===== src/rtl/uart_msg_serialiser.sv =====
// Streams one MSG_BYTES-wide message LSB-first to a UART TX core over a valid/ready byte handshake.
// Optional UART_TX_CHECKSUM_EN appends an XOR-of-all-bytes checksum byte to every frame.
module uart_msg_serialiser #(
   parameter int MSG_BYTES = 4,
   parameter int CNT_WIDTH = 16
) (
   input  logic                   clk,
   input  logic                   n_reset,
   input  logic [8*MSG_BYTES-1:0] uart_out_msg,
   input  logic                   uart_out_req,
   output logic                   uart_out_ready,
   output logic [7:0]             tx_data,
   output logic                   tx_valid,
   input  logic                   tx_ready,
   output logic [CNT_WIDTH-1:0]   msg_count
);

   localparam int MSG_W = 8 * MSG_BYTES;
   localparam int IDX_W = (MSG_BYTES > 1) ? $clog2(MSG_BYTES) : 1;
   localparam logic [IDX_W-1:0] LAST_IDX = IDX_W'(MSG_BYTES - 1);

`ifdef UART_TX_CHECKSUM_EN
   typedef enum logic [1:0] {IDLE, SEND, CSUM} state_t;
`else
   typedef enum logic [1:0] {IDLE, SEND} state_t;
`endif

   state_t                 state_q, state_d;
   logic [MSG_W-1:0]       shiftReg_q, shiftReg_d;
   logic [MSG_W-1:0]       shifted;
   logic [IDX_W-1:0]       byteIdx_q, byteIdx_d;
   logic                   ready_q, ready_d;
   logic                   txValid_q, txValid_d;
   logic [7:0]             txData_q, txData_d;
   logic [CNT_WIDTH-1:0]   msgCount_q, msgCount_d;
`ifdef UART_TX_CHECKSUM_EN
   logic [7:0]             csum_q, csum_d;
`endif

   // State and all output registers; reset returns to idle and drops any partial frame
   always_ff @(posedge clk or negedge n_reset) begin
      if (!n_reset) begin
         state_q    <= IDLE;
         shiftReg_q <= '0;
         byteIdx_q  <= '0;
         ready_q    <= 1'b1;
         txValid_q  <= 1'b0;
         txData_q   <= '0;
         msgCount_q <= '0;
`ifdef UART_TX_CHECKSUM_EN
         csum_q     <= '0;
`endif
      end else begin
         state_q    <= state_d;
         shiftReg_q <= shiftReg_d;
         byteIdx_q  <= byteIdx_d;
         ready_q    <= ready_d;
         txValid_q  <= txValid_d;
         txData_q   <= txData_d;
         msgCount_q <= msgCount_d;
`ifdef UART_TX_CHECKSUM_EN
         csum_q     <= csum_d;
`endif
      end
   end

   // Next-state logic; the next byte is precomputed so outputs stay registered at 1 byte/cycle
   always_comb begin
      state_d    = state_q;
      shiftReg_d = shiftReg_q;
      byteIdx_d  = byteIdx_q;
      ready_d    = ready_q;
      txValid_d  = txValid_q;
      txData_d   = txData_q;
      msgCount_d = msgCount_q;
      shifted    = shiftReg_q >> 8;
`ifdef UART_TX_CHECKSUM_EN
      csum_d     = csum_q;
`endif
      case (state_q)
         IDLE: begin
            if (uart_out_req && ready_q) begin
               shiftReg_d = uart_out_msg;
               byteIdx_d  = '0;
               txData_d   = uart_out_msg[7:0];
               txValid_d  = 1'b1;
               ready_d    = 1'b0;
               state_d    = SEND;
`ifdef UART_TX_CHECKSUM_EN
               csum_d     = '0;
`endif
            end
         end
         SEND: begin
            if (tx_ready) begin
`ifdef UART_TX_CHECKSUM_EN
               csum_d = csum_q ^ txData_q;
`endif
               if (byteIdx_q == LAST_IDX) begin
`ifdef UART_TX_CHECKSUM_EN
                  txData_d = csum_q ^ txData_q;
                  state_d  = CSUM;
`else
                  txValid_d  = 1'b0;
                  ready_d    = 1'b1;
                  msgCount_d = msgCount_q + 1'b1;
                  state_d    = IDLE;
`endif
               end else begin
                  shiftReg_d = shifted;
                  txData_d   = shifted[7:0];
                  byteIdx_d  = byteIdx_q + 1'b1;
               end
            end
         end
`ifdef UART_TX_CHECKSUM_EN
         CSUM: begin
            if (tx_ready) begin
               txValid_d  = 1'b0;
               ready_d    = 1'b1;
               msgCount_d = msgCount_q + 1'b1;
               state_d    = IDLE;
            end
         end
`endif
         default: state_d = IDLE;
      endcase
   end

   assign uart_out_ready = ready_q;
   assign tx_valid       = txValid_q;
   assign tx_data        = txData_q;
   assign msg_count      = msgCount_q;

endmodule


===== config.mk =====
export PLATFORM = sky130hd
export DESIGN_NAME = uart_msg_serialiser
export DESIGN_NICKNAME = d
export VERILOG_FILES = /design/src/rtl/uart_msg_serialiser.sv
export SDC_FILE = /design/constraint.sdc
export NUM_CORES = 1
export LEC_CHECK = 0
export ABC_AREA = 1
export BUFFER_PORTS_ARGS = -buffer_cell sky130_fd_sc_hd__buf_2
export CAP_MARGIN = 10
export CORE_UTILIZATION = 29
export DETAILED_ROUTE_END_ITERATION = 16
export GPL_TIMING_DRIVEN = 0
export SYNTH_ARGS = -nofsm -noshare
export SYNTH_HDL_FRONTEND = slang
export SYNTH_SLANG_ARGS = --single-unit

===== constraint.sdc =====
create_clock -name clk -period 2.35 [get_ports clk]
set_input_delay 0.235 -clock clk [delete_from_list [all_inputs] [get_ports clk]]
set_output_delay 0.235 -clock clk [all_outputs]
set_load 0.005 [all_outputs]

==> results.ini <==
[outcome]
status=completed

[place]
hpwl_um=4065
gp_routability_congestion=0.7776
io_buffers=61
dpl-instance-area_mm2=0.002952

[setup_path]
critPathKind=register to register
worst_setup_path_end_kind=register
critical_path.top_delay_family=buffers and inverters
crit_chain=ha_1 > inv_1 > nand3_2 > nand2_4 > buf_6 > buf_6 > a31oi_2
required_ns=2.55
worst-path-buf-inv=3
start_kind=register
reg2reg_slack_ns=0.87
arrival_ns=1.69
crit_top_cell=buf_6
critPathMaxStageDelay_ns=0.41
crit_fanout=10
crit_slowest_cell=dfrtp_1

[detailed_routing]
drtAntennaViolNets=0
remaining_drc_errors=0
dr.pass1.iters=4
drt_first_iter_violations=84
vias_per_cell=4.438
routedWlPerCell_um=12.28
vias=2006
drt-total-wl_um=5552

[global_route]
grt.overflow.total=0
grt_pass1_vias=1922
grt_start_max_net_pins=53
antenna_found_initial=0
grtUsageTotal_pct=12.80
grt_first_pass_wirelength_um=8928

[floorplan]
die_w_um=95.13
coreArea_mm2=0.008299
dieArea_mm2=0.009049
io_pins=62
die_h_um=95.13
start_util_pct=30.30
row_count=33

[worst_hold_path]
hold_class=input pin to register

[clock_network]
clk_latency_ns=0.31
cts_buffer_depth=2
cts_tree=built
cts_setup_buffers=0
cts_root_buf=clkbuf_8
cts_hold_buf=0
cts_max_level=2
clk_pin_slew_ns=0.10
cts_resized=0
cts.sink_count=52
cts_made_buffers=5

[power]
p_per_area_mw_per_mm2=1110
peakVddDrop_uv=339.6
p_leak_nw=1.488

[timing]
fmax_mhz=673.4
fin_skew_ns=0.007332
period_needed_ns=1.485
drv_slew=0
fin_crit_sh_pct=63.19
setup_viol=0
fin_tns_setup_ns=0
relSlewSlack_pct=65.79
final_hold_viol_count=0
worstMarginPinSlew_ns=0.5131
rsz0062_at_grt=no

[layout]
nets=384
final_layout_size_suffix_gt1_share_pct=29.97
fin_area_mm2=0.003073
utilization_pct=37.03
fill_cells=874
n_antenna_cell=0
syn_to_final_growth_pct=22.19

[yosys]
yosys_register_bits=52
synth_fp_nets=314
syn_area_per_cell_um2=9.112
synthCells=276
synth.distinct_cells=26
synth_area_mm2=0.002515
ys_seq_area_share_pct=51.79
yosys_warnings=0

[run]
cap_violations=0

-- sequential cells by signal (all words and copies together), names as in the netlist --
signal / count
shiftReg_q: 32
byteIdx_q: 2
msg_count: 16
uart_out_ready: 1
tx_valid: 1
-- cell families after synthesis --
family / synth area share (%)
and+or+nand+nor: 23.73
DFF: 51.79
buffers and inverters: 8.059
AOI/OAI and AO/OA: 11.94
xor gates and xnor gates: 3.482
adders and majority gates: 0.9949
-- routing by layer --
layer	vias up	share of wire (%)	track usage (%)	wire length, um
li1	1037	-	-	-
met5	-	0	0	0
met2	37	46	21.25	2540
met1	927	49	16.83	2696
met3	5	4.3	2.392	241
met4	0	1.3	3.914	73
-- metrics by stage --
stage | hold slack (ns) | setup WS, ns | power [mW] | cells
after floorplan | -0.06059 | 0.9865 | 2.497 | 276
after global placement | 0.4594 | 0.8625 | 2.891 | 442
after detailed placement | 0.4672 | 0.8555 | 2.927 | 442
after CTS | 0.1381 | 0.8389 | 3.458 | 450
after global routing | 0.1370 | 0.7467 | 3.698 | 452
final | 0.1417 | 0.8651 | 3.412 | 452
-- cells in the mapped netlist (all sizes together) --
master  count  area, um^2
nand2      81       311.6
dfrtp      51        1276
nor2       41       168.9
a31oi      24       206.5
inv        19       73.82
buf        14       113.9
nand3      11       77.58
a22o        9       78.83
nand4       5       31.28
xnor2       5       43.79
xor2        5       43.79
clkbuf      4       15.01
a21oi       2       10.01
ha          2       25.02
dfstp       1       26.28
nand3b      1       7.510
o21ai       1       5.000
-- worst paths after layout --
path                                               start                          to  depth (start not counted)
min in group asynchronous                        n_reset    msg_count[9]$_DFFE_PN0P_                          2
worst max register to register  byteIdx_q[0]$_DFFE_PN0P_   shiftReg_q[2]$_DFFE_PN0P_                          7
worst min-delay path                    uart_out_msg[24]  shiftReg_q[24]$_DFFE_PN0P_                          2
max in group asynchronous                        n_reset  uart_out_ready$_DFFE_PN1P_                          3
worst max-delay path            byteIdx_q[0]$_DFFE_PN0P_   shiftReg_q[2]$_DFFE_PN0P_                          7
worst min register to register  byteIdx_q[0]$_DFFE_PN0P_    byteIdx_q[0]$_DFFE_PN0P_                          1
-- report_power, final --
group,switching (mW),internal (mW),total (mW)
Sequential,0.201,1.24,1.44
Combinational,0.784,0.653,1.44
Clock,0.317,0.214,0.531
Total,1.30,2.11,3.41
-- cells in the final DEF, fill, tap and decap left out, types with 4 or more instances in the layout --
cell,netlist,layout
clkbuf_1,4,4
nand4_1,5,5
a31oi_1,15,15
xnor2_1,5,5
a31oi_2,9,9
inv_1,15,15
xor2_1,5,5
a22o_1,9,9
nand3_1,8,8
nand2_1,80,80
clkbuf_8,0,5
nor2_1,39,39
buf_4,10,10
buf_2,1,62
dfrtp_1,51,51
-- final cells by class --
| cell class | instances | area (um^2) | share of cell area (%) |
|---|---|---|---|
| sequential | 52 | 1303 | 42.39 |
| tap | 105 | 131.4 | 4.275 |
| inverter | 19 | 73.82 | 2.402 |
| clock buffer | 5 | 68.82 | 2.239 |
| buffer | 18 | 128.9 | 4.194 |
| multi-input combinational | 187 | 1010 | 32.86 |
| timing repair buffer | 63 | 335.3 | 10.91 |
| clock inverter | 3 | 22.52 | 0.7329 |
Note: power is estimated with default switching activity, not from simulation.
